==> src/rtl/efb_wb_arbiter_if.sv <==
// WISHBONE link between the arbiter (master) and the MachXO2 EFB slave port.
// Signal names follow the EFB primitive: *_i are EFB inputs, *_o are EFB outputs.
interface efb_wb_arbiter_if;
    logic       wb_cyc_i;
    logic       wb_stb_i;
    logic       wb_we_i;
    logic [7:0] wb_adr_i;
    logic [7:0] wb_dat_i;
    logic [7:0] wb_dat_o;
    logic       wb_ack_o;

    modport master (
        output wb_cyc_i, wb_stb_i, wb_we_i, wb_adr_i, wb_dat_i,
        input  wb_dat_o, wb_ack_o
    );

    modport slave (
        input  wb_cyc_i, wb_stb_i, wb_we_i, wb_adr_i, wb_dat_i,
        output wb_dat_o, wb_ack_o
    );
endinterface

==> src/rtl/efb_wb_arbiter.sv <==
// Two-requester round-robin arbiter in front of the EFB WISHBONE slave, one single-beat
// transaction at a time. Optional bus timeout enabled by defining WB_TIMEOUT_EN.
module efb_wb_arbiter #(
    parameter int unsigned TIMEOUT_CYCLES = 255,
    parameter int unsigned CNT_W          = 8
) (
    input  logic                    IO_main_clk,
    input  logic                    IO_rst_n,
    input  logic                    a_req,
    input  logic                    a_we,
    input  logic [7:0]              a_adr,
    input  logic [7:0]              a_wdat,
    output logic                    a_done,
    output logic                    a_err,
    input  logic                    b_req,
    input  logic                    b_we,
    input  logic [7:0]              b_adr,
    input  logic [7:0]              b_wdat,
    output logic                    b_done,
    output logic                    b_err,
    output logic [7:0]              rdat,
    efb_wb_arbiter_if.master        wb
);

    typedef enum logic [1:0] {IDLE, BUS, HOLD} state_e;

    state_e     state_q, state_d;
    // Holds the current grant while in BUS and doubles as last_grant otherwise.
    logic       gnt_b_q, gnt_b_d;
    logic       cyc_q, cyc_d;
    logic       we_q, we_d;
    logic [7:0] adr_q, adr_d;
    logic [7:0] dat_q, dat_d;
    logic [7:0] rdat_q, rdat_d;
    logic       a_done_q, a_done_d;
    logic       b_done_q, b_done_d;
    logic       err_q, err_d;

    logic any_req, sel_b, fin_ok, fin_tmo;

    assign any_req = a_req | b_req;
    assign sel_b   = b_req & (~a_req | ~gnt_b_q);
    assign fin_ok  = (state_q == BUS) & wb.wb_ack_o;

`ifdef WB_TIMEOUT_EN
    localparam logic [CNT_W-1:0] CNT_LAST = CNT_W'(TIMEOUT_CYCLES - 1);

    logic [CNT_W-1:0] cnt_q, cnt_d;

    assign fin_tmo = (state_q == BUS) & ~wb.wb_ack_o & (cnt_q == CNT_LAST);

    // Cleared while idle so every BUS phase starts counting from zero.
    always_comb begin
        cnt_d = cnt_q;
        if (state_q == IDLE)
            cnt_d = '0;
        else if (state_q == BUS && !wb.wb_ack_o)
            cnt_d = cnt_q + 1'b1;
    end

    always_ff @(posedge IO_main_clk or negedge IO_rst_n) begin
        if (!IO_rst_n) cnt_q <= '0;
        else           cnt_q <= cnt_d;
    end
`else
    logic [CNT_W-1:0] unused_tmo;

    assign fin_tmo    = 1'b0;
    assign unused_tmo = CNT_W'(TIMEOUT_CYCLES);
`endif

    always_ff @(posedge IO_main_clk or negedge IO_rst_n) begin
        if (!IO_rst_n) state_q <= IDLE;
        else           state_q <= state_d;
    end

    always_comb begin
        state_d = state_q;
        case (state_q)
            IDLE:    if (any_req) state_d = BUS;
            BUS:     if (fin_ok || fin_tmo) state_d = HOLD;
            HOLD:    state_d = IDLE;
            default: state_d = IDLE;
        endcase
    end

    always_comb begin
        gnt_b_d  = gnt_b_q;
        cyc_d    = cyc_q;
        we_d     = we_q;
        adr_d    = adr_q;
        dat_d    = dat_q;
        rdat_d   = rdat_q;
        a_done_d = 1'b0;
        b_done_d = 1'b0;
        err_d    = 1'b0;
        case (state_q)
            IDLE: if (any_req) begin
                gnt_b_d = sel_b;
                cyc_d   = 1'b1;
                we_d    = sel_b ? b_we   : a_we;
                adr_d   = sel_b ? b_adr  : a_adr;
                dat_d   = sel_b ? b_wdat : a_wdat;
            end
            BUS: if (fin_ok || fin_tmo) begin
                cyc_d    = 1'b0;
                rdat_d   = fin_ok ? wb.wb_dat_o : 8'hFF;
                a_done_d = ~gnt_b_q;
                b_done_d = gnt_b_q;
                err_d    = ~fin_ok;
            end
            default: ;
        endcase
    end

    always_ff @(posedge IO_main_clk or negedge IO_rst_n) begin
        if (!IO_rst_n) begin
            gnt_b_q  <= 1'b1;
            cyc_q    <= 1'b0;
            we_q     <= 1'b0;
            adr_q    <= 8'h00;
            dat_q    <= 8'h00;
            rdat_q   <= 8'h00;
            a_done_q <= 1'b0;
            b_done_q <= 1'b0;
            err_q    <= 1'b0;
        end else begin
            gnt_b_q  <= gnt_b_d;
            cyc_q    <= cyc_d;
            we_q     <= we_d;
            adr_q    <= adr_d;
            dat_q    <= dat_d;
            rdat_q   <= rdat_d;
            a_done_q <= a_done_d;
            b_done_q <= b_done_d;
            err_q    <= err_d;
        end
    end

    assign wb.wb_cyc_i = cyc_q;
    assign wb.wb_stb_i = cyc_q;
    assign wb.wb_we_i  = we_q;
    assign wb.wb_adr_i = adr_q;
    assign wb.wb_dat_i = dat_q;
    assign rdat        = rdat_q;
    assign a_done      = a_done_q;
    assign b_done      = b_done_q;
    assign a_err       = err_q & a_done_q;
    assign b_err       = err_q & b_done_q;

endmodule

==> src/flat_wrapper.sv <==
// flat-port wrapper written by rule: the top's interface ports become plain ports
module efb_wb_arbiter_flat 
#(
    parameter int unsigned TIMEOUT_CYCLES = 255,
    parameter int unsigned CNT_W          = 8
)
  (IO_main_clk, IO_rst_n, a_req, a_we, a_adr, a_wdat, a_done, a_err, b_req, b_we, b_adr, b_wdat, b_done, b_err, rdat, wb_wb_cyc_i, wb_wb_stb_i, wb_wb_we_i, wb_wb_adr_i, wb_wb_dat_i, wb_wb_dat_o, wb_wb_ack_o);
  efb_wb_arbiter_if wb_i ();
  input  logic IO_main_clk;
  input  logic IO_rst_n;
  input  logic a_req;
  input  logic a_we;
  input  logic [7:0] a_adr;
  input  logic [7:0] a_wdat;
  output logic a_done;
  output logic a_err;
  input  logic b_req;
  input  logic b_we;
  input  logic [7:0] b_adr;
  input  logic [7:0] b_wdat;
  output logic b_done;
  output logic b_err;
  output logic [7:0] rdat;
  output wire logic [$bits(wb_i.wb_cyc_i)-1:0] wb_wb_cyc_i;
  output wire logic [$bits(wb_i.wb_stb_i)-1:0] wb_wb_stb_i;
  output wire logic [$bits(wb_i.wb_we_i)-1:0] wb_wb_we_i;
  output wire logic [$bits(wb_i.wb_adr_i)-1:0] wb_wb_adr_i;
  output wire logic [$bits(wb_i.wb_dat_i)-1:0] wb_wb_dat_i;
  input wire logic [$bits(wb_i.wb_dat_o)-1:0] wb_wb_dat_o;
  input wire logic [$bits(wb_i.wb_ack_o)-1:0] wb_wb_ack_o;
  assign wb_wb_cyc_i = wb_i.wb_cyc_i;
  assign wb_wb_stb_i = wb_i.wb_stb_i;
  assign wb_wb_we_i = wb_i.wb_we_i;
  assign wb_wb_adr_i = wb_i.wb_adr_i;
  assign wb_wb_dat_i = wb_i.wb_dat_i;
  assign wb_i.wb_dat_o = wb_wb_dat_o;
  assign wb_i.wb_ack_o = wb_wb_ack_o;
  efb_wb_arbiter #(.TIMEOUT_CYCLES(TIMEOUT_CYCLES), .CNT_W(CNT_W)) u_core (.IO_main_clk(IO_main_clk), .IO_rst_n(IO_rst_n), .a_req(a_req), .a_we(a_we), .a_adr(a_adr), .a_wdat(a_wdat), .a_done(a_done), .a_err(a_err), .b_req(b_req), .b_we(b_we), .b_adr(b_adr), .b_wdat(b_wdat), .b_done(b_done), .b_err(b_err), .rdat(rdat), .wb(wb_i));
endmodule
==> config.mk <==
export PLATFORM = sky130hd
export DESIGN_NAME = efb_wb_arbiter_flat
export DESIGN_NICKNAME = d
export VERILOG_FILES = /design/src/rtl/efb_wb_arbiter_if.sv /design/src/rtl/efb_wb_arbiter.sv /design/src/flat_wrapper.sv
export SDC_FILE = /design/constraint.sdc
export NUM_CORES = 1
export LEC_CHECK = 0
export CAP_MARGIN = 15
export CORE_MARGIN = 8
export CORE_UTILIZATION = 35
export DETAILED_ROUTE_END_ITERATION = 8
export PLACE_DENSITY = 0.76
export RECOVER_POWER = 25
export SLEW_MARGIN = 0
export SYNTH_ARGS = -nofsm -noshare
export SYNTH_HDL_FRONTEND = slang
export SYNTH_SLANG_ARGS = --single-unit
==> constraint.sdc <==
create_clock -name IO_main_clk -period 1.5 [get_ports IO_main_clk]
set_input_delay 0.375 -clock IO_main_clk [delete_from_list [all_inputs] [get_ports IO_main_clk]]
set_output_delay 0.375 -clock IO_main_clk [all_outputs]
set_load 0.1 [all_outputs]
Word level (Yosys, flattened, before mapping)
Cells that the tools add are included.
- logic and storage cells: 43
- output and inout port bits: 31
- flip-flop bits (word level): 32
- input port bits: 47
- mux-type cells: 15
- bitwise logic cells: 9
- reductions and logical operators: 6
- equal/unequal tests: 3
- operators with widths (cell ; number):
    $mux W8 ; 2
    $mux W1 ; 9
    $reduce_and A2 Y1 ; 3
    $and A1 B1 Y1 ; 4
    $mux W2 ; 2
    $ne A2 B1 Y1 const B ; 2
    $pmux W2 S2 ; 1
    $not A1 Y1 ; 3
    $reduce_and A3 Y1 ; 1
    $eq A2 B1 Y1 const B ; 1
    $logic_not A2 Y1 ; 1
    $or A1 B1 Y1 ; 2
    $pmux W1 S2 ; 1
    $reduce_bool A2 Y1 ; 1

Longest topological paths before layout
- depth after elaboration: 5
- gate-level depth with buffers: 5
- gate-level depth less buffers: 3

Worst setup path before layout
No wires, ideal clock.
- path kind: register to output
- start point: register u_core.cyc_q (netlist: u_core.wb.wb_cyc_i)
- end point: output port wb_wb_stb_i
- cell stages (with the launch flop): 2
- arrival: 1.340 ns
- path slack: -0.215 ns
- cells stage by stage: dfrtp_1 buf_4
- RTL lines (item ; RTL line ; source):
    start: declaration ; efb_wb_arbiter.sv:30 ; logic cyc_q, cyc_d;
    start signal: assignment ; efb_wb_arbiter.sv:129 ; cyc_q <= cyc_d;
    end: declaration ; flat_wrapper.sv:25 ; output wire logic [$bits(wb_i.wb_stb_i)-1:0] wb_wb_stb_i;
No word-level cell between the ends.

Final worst setup path
- start point: register u_core.gnt_b_q
- end point: register u_core.adr_q[5] (netlist: u_core.wb.wb_adr_i[5])
- cells in the longest elaborated chain, start to end: 4
- ends and longest elaborated chain (item ; RTL line ; source):
    start: declaration ; efb_wb_arbiter.sv:29 ; logic gnt_b_q, gnt_b_d;
    start signal: assignment ; efb_wb_arbiter.sv:128 ; gnt_b_q <= gnt_b_d;
    $not A1 Y1 ; efb_wb_arbiter.sv:42 ; assign sel_b = b_req & (~a_req | ~gnt_b_q);
    $or A1 B1 Y1 ; efb_wb_arbiter.sv:42 ;
    $and A1 B1 Y1 ; efb_wb_arbiter.sv:42 ;
    $mux W8 ; efb_wb_arbiter.sv:102 ; adr_d = sel_b ? b_adr : a_adr;
    end signal: assignment ; efb_wb_arbiter.sv:131 ; adr_q <= adr_d;
    end: declaration ; efb_wb_arbiter.sv:32 ; logic [7:0] adr_q, adr_d;
Every way passes these cells.
A chain may end at the register's enable or synchronous reset.

==> flow_summary.toml <==
[setup_path]
worstPathRequired_ns = 1.66
critPathKind = "register to register"
critPathSlowestCell = "dfstp_2"
critical_path_peak_fanout = 9
startpoint = "u_core.gnt_b_q"
cp.arrival_ns = 1.73
cp-end-kind = "register"
crit_top_cell = "mux2_4"
start_kind = "register"
path_cells = "a21bo_4 -> clkbuf_16 -> mux2_4 -> mux2_4"
rr_startpoint = "u_core.gnt_b_q"
critPathMaxStageDelay_ns = 0.56

[final_layout]
nNetsFinal = 222
areaGrowthSynthToFinish_pct = 82.98
drive_gt1_share_pct = 49.71
diodes = 0
n_fill_cell = 275
multi_input_area_um2 = 628.1
final_common_cell = "clkdlybuf4s50_1"
final_cell_mix = "clkdlybuf4s50_1 (43), buf_12 (31), dfrtp_1 (29), mux2_2 (23), mux2_4 (19)"
seq_area_um2 = 778.2

[detailed_routing]
postRouteAntennaNets = 0
num_vias = 1038
avgRoutedWirePerCell_um = 17.28
via_per_inst = 4.613
drt-initial-drc-count = 32
wl_mm = 3.887
dr.pass1.iters = 2
drc = 0

[synthesis]
synth_warnings = 0
syn_area_mm2 = 0.001463
syn_inst = 94
synth_area_leaders = "dfrtp_1 (51%), mux2_4 (18%), mux2_2 (18%)"
synth_cell_types = 18
yosysTopAreaCell = "dfrtp_1"
yosysTopAreaCellShare_pct = 51.33
ys_ff_latch = 31
syn_avg_cell_area_um2 = 15.56
seq_area_frac_synth_pct = 53.12

[grt]
grt_pass1_vias = 1256
overflow = 0
track_usage_pct = 12.64
grt_first_pass_wirelength_mm = 6.306
grtUsageMet1_pct = 12.75
met3_usage_pct = 9.040
grt_max_degree = 32
antenna_found_initial = 0
use_met2_pct = 20.61
grt-busiest-layer = "met2"

[clocking]
clock_sinks = 31
post_cts_buffers = 0
h-tree-depth = 2
cts_buffers = 5
worstSkewPairLatency_ns = 0.28
postCtsHoldBufs = 0
root_buffer = "clkbuf_8"
clk_path_buf_depth = 2
clk_pin_slew_ns = 0.06
cts_tree = "yes"

[floorplanning]
coreArea_mm2 = 0.004000
floorplan.io_pins = 78
dieHeight_um = 80.65
start_util_pct = 36.57
die_w_um = 80.65
die-area_mm2 = 0.006504
placementRows = 23

[worst_hold_path]
min_path_type = "register to register"
hold_start = "u_core.gnt_b_q"

[placement]
io_buffer_count = 75
preCtsSetupSlack_ns = -0.4340
dp_hpwl_mm = 3.054
gp_congestion = 0.6774

[timing]
timing.final.crit_period_ns = 1.572
tightest_slew_ns = 0.7641
drv_slew = 0
hold_viol_final = 0
rsz0062_at_grt = "true"
finalSetupViolCount = 17
slew_headroom_pct = 49.06
setup_ws_ns = -0.07223
clock.fmax_mhz = 636.0
skew_ns = 0.007826
fin_crit_sh_pct = 104.8

[outcome]
violations = "negative setup slack"
status = "finished with violations"

[run]
max_cap_viol_count = 0
-- metal layers --
layer,share of wire (%),vias up
met3,15,3
met2,49,57
met5,0,-
met4,0.69,0
met1,36,497
li1,-,481
-- per-stage QoR --
| step | std cells | area, um2 | util (%) | TNS, ns | hold WS, ns |
|---|---|---|---|---|---|
| final | 225 | 2676 | 66.91 | -1.114 | 0.5193 |
| after CTS | 224 | 2656 | 66.41 | -1.525 | 0.4593 |
| after global routing | 225 | 2676 | 66.91 | -1.595 | 0.5297 |
| after detailed placement | 217 | 2582 | 64.56 | -8.161 | 0.5047 |
| after global placement | 217 | 2582 | 64.56 | -7.335 | 0.4936 |
| after floorplan | 95 | 1468 | - | -0.4928 | 0.07941 |
-- worst paths after layout --
check,endpoint,slack (ns),cells after the start
min in group asynchronous,u_core.rdat[6],0.70,2
min reg2reg,u_core.a_done,0.52,1
max in group asynchronous,u_core.wb.wb_cyc_i,0.27,2
max,u_core.wb.wb_adr_i[5],-0.07,4
max reg2reg,u_core.wb.wb_adr_i[5],-0.07,4
min,u_core.a_done,0.52,1
-- cell usage after synthesis (all sizes together) --
| cell type | n |
|---|---|
| a21o | 1 |
| inv | 2 |
| a21bo | 1 |
| nor3b | 1 |
| mux2 | 42 |
| nor2 | 3 |
| buf | 8 |
| or2 | 1 |
| nand3b | 1 |
| dfstp | 1 |
| mux2i | 1 |
| nor3 | 1 |
| conb | 1 |
| dfrtp | 30 |
-- final cells by class --
class                   instances  share of cell area, %
multi-input cells              54                  23.47
repair buffers                 81                  41.98
well taps                      50                  2.338
flip-flops and latches         31                  29.08
clock buffers                   7                  2.852
inverters                       2                 0.2805
-- worst max-delay path: cells and delay by family, from the launching register on --
family / cells / cell delay [ns]
AO/OA/AOI/OAI: 1 / 0.17
multiplexers: 2 / 0.55
flip-flops: 1 / 0.56
buffers and inverters: 1 / 0.17
-- state kept, by name, summed over array words and instances (netlist names) --
register	flops
u_core.rdat	8
u_core.wb.wb_adr_i	8
u_core.wb.wb_dat_i	8
u_core.state_q	2
u_core.a_done	1
u_core.b_done	1
u_core.gnt_b_q	1
u_core.wb.wb_cyc_i	1
u_core.wb.wb_we_i	1
-- logic make-up after synthesis --
group           Yosys count  synth area share [%]
other cells               1                0.2564
mux                      43                 37.64
flops                    31                 53.12
compound gates            2                 1.198
simple gates              7                 2.567
buf+inv                  10                 5.218
-- timing repair --
action | 4_1_cts | 5_1_grt
endpoints found under the hold margin | 0 | 0
pin swaps | 0 | 1
setup endpoints to repair | 17 | 17
gates cloned | 0 | 1
gates resized for setup | 2 | 3
Power is not shown: default switching activity piles up to over one toggle a cycle in this logic, so the estimate is an artifact.
==> RTL change, RTL diff (config.mk and constraints unchanged) <==
The 3 states of `state_e` get a one-hot encoding in 3 bits.
--- a/src/rtl/efb_wb_arbiter.sv
+++ b/src/rtl/efb_wb_arbiter.sv
@@ -22,7 +22,7 @@
     efb_wb_arbiter_if.master        wb
 );
 
-    typedef enum logic [1:0] {IDLE, BUS, HOLD} state_e;
+    typedef enum logic [2:0] {IDLE = 3'b001, BUS = 3'b010, HOLD = 3'b100} state_e;
 
     state_e     state_q, state_d;
     // Holds the current grant while in BUS and doubles as last_grant otherwise.
Function: same outputs for any inputs over 10 cycles, from zero or initial values and one cycle with IO_rst_n low; not proved beyond that.
==> RTL change against the original RTL <==
- the flow still finishes with violations (negative setup slack)
- critical path depth is 2 higher
- utilization is 0.38 points lower
- setup slack better by 0.054 ns
- wire length is 18% higher
- sequential cell count is 1 higher
- final area is 8.2% higher
- worst hold slack better by 0.035 ns
- area after synthesis is 8.4% higher
Power is left out: the tool's default activity adds up to more than one toggle a clock period on the data nets, which glitch-free logic cannot reach.
==> RTL change: results (changes against the original RTL) <==
[clock_network]
cts_sinks=32  ; +3.2%

[placement]
place_area_um2=2670  ; +3.5%
dp_hpwl_um=3510  ; +15%
place.gp.congestion=0.778  ; +15%

[drt]
drtPass1Iterations=4  ; +2
drt_iter0_drc=36  ; +13%
avgRoutedWirePerCell_um=19.5  ; +13%
vias=1217  ; +17%

[layout]
clk_share_pct=4.36  ; +1.5 points
nets=230  ; +3.6%
multi_input_area_um2=737  ; +17%
area_share_nonclk_buffers_pct=39.6  ; -2.4 points
comb.multi_input.count=57  ; +5.6%
inverters=3  ; +1
drive_gt1_share_pct=46.7  ; -3.0 points
nonClockBufferCount=84  ; +3.7%
seq_share_pct=27.8  ; -1.3 points

[worst_setup_path]
crit_arrival_ns=1.67  ; -0.06 ns
crit_fanout=17  ; +8
rr_startpoint=u_core.state_q[0]$_DFFE_PN1P_
crit_slowest_cell=clkdlybuf4s50_1
rr_endpoint=u_core.gnt_b_q$_DFFE_PN1P_
max_stage_delay_ns=0.51  ; -0.05 ns
rrSetupSlack_ns=0.08  ; +0.15 ns

[yosys]
synth.area.top_cells=dfrtp_1 47%, o32ai_2 12%, a2bb2oi_2 11%
yosysSeqAreaShare_pct=50.7  ; -2.5 points
synth.top_cell.area_share_pct=47.4  ; -4.0 points
ys_top_cells_by_count=30 x dfrtp_1, 12 x a2bb2oi_2, 12 x o32ai_2
ys_types=25  ; +7

[timing]
whs_ns=0.554  ; +0.0351 ns
worst_pin_slew_ns=0.778  ; +0.0139 ns
finalWorstSetupSlack_ns=-0.0187  ; +0.0535 ns
setup_viol=1  ; -16
timing.setup.tns_ns=-0.0187  ; +1.10 ns
clock_skew_ns=0.00738  ; -0.000450 ns

[global_route]
antenna_found_initial=0  ; unchanged
grt_pass1_wl_um=7400  ; +17%
grt_max_degree=33  ; +3.1%
track_usage_pct=13.1  ; +0.50 points
gr-usage-met3_pct=6.15  ; -2.9 points
use_met1_pct=13.5  ; +0.74 points
grt_pass1_vias=1445  ; +15%

[hold_path]
hold_depth=1  ; unchanged

[outcome]
violations=negative setup slack
status=complete, but fails checks

[RTL change: changes by cell type after synthesis, sizes merged, moves of 3 or more]
cell / unedited run / this run
buf: 8 / 11
mux2: 42 / 8
o32ai: 0 / 17
a2bb2oi: 0 / 17
[RTL change: metrics by stage]
step	cells	setup WS, ns	utilization [%]
final	236	-0.0187	66.5
after global routing	236	-0.0320	66.5
after CTS	236	0.00172	65.8
after detailed placement	226	-0.643	61.4
after global placement	226	-0.515	61.4
after floorplan	104	0.0785	-
[RTL change: timing repair]
action                                 CTS  global route
buffers inserted                         2             0
gates resized for setup                  4             8
setup endpoints to repair               17            16
endpoints found under the hold margin    0             0
hold buffers                             0             0
pin swaps                                1             3
[RTL change: logic make-up after synthesis]
kind of cell / synth area share, %
muxes: 5.68
AOI/OAI and AO/OA: 32.0
DFF: 50.7
other: 0.237
buffers and inverters: 7.73
and+or+nand+nor: 3.63
[RTL change: per-layer routing]
metal,vias to the layer above,part of all wire (%)
met5,-,0
met4,0,0.59
met3,2,8.2
met2,58,51
met1,601,40
li1,556,-
[RTL change: worst max path at each step]
| stage | startpoint | cells after the start | end |
|---|---|---|---|
| floorplan | u_core.wb.wb_cyc_i$_DFFE_PN0P_ | 1 | wb_wb_stb_i |
| global placement | b_req | 4 | u_core.wb.wb_adr_i[6]$_DFFE_PN0P_ |
| detailed placement | b_req | 4 | u_core.wb.wb_we_i$_DFFE_PN0P_ |
| CTS | b_req | 6 | u_core.wb.wb_dat_i[2]$_DFFE_PN0P_ |
| global route | b_req | 6 | u_core.wb.wb_adr_i[0]$_DFFE_PN0P_ |
| finish | b_req | 6 | u_core.wb.wb_adr_i[0]$_DFFE_PN0P_ |
[RTL change: critical path: cells and delay by family]
kind	cells	cell delay, ns
buffers and inverters	3	0.79
AOI/OAI and AO/OA	3	0.50
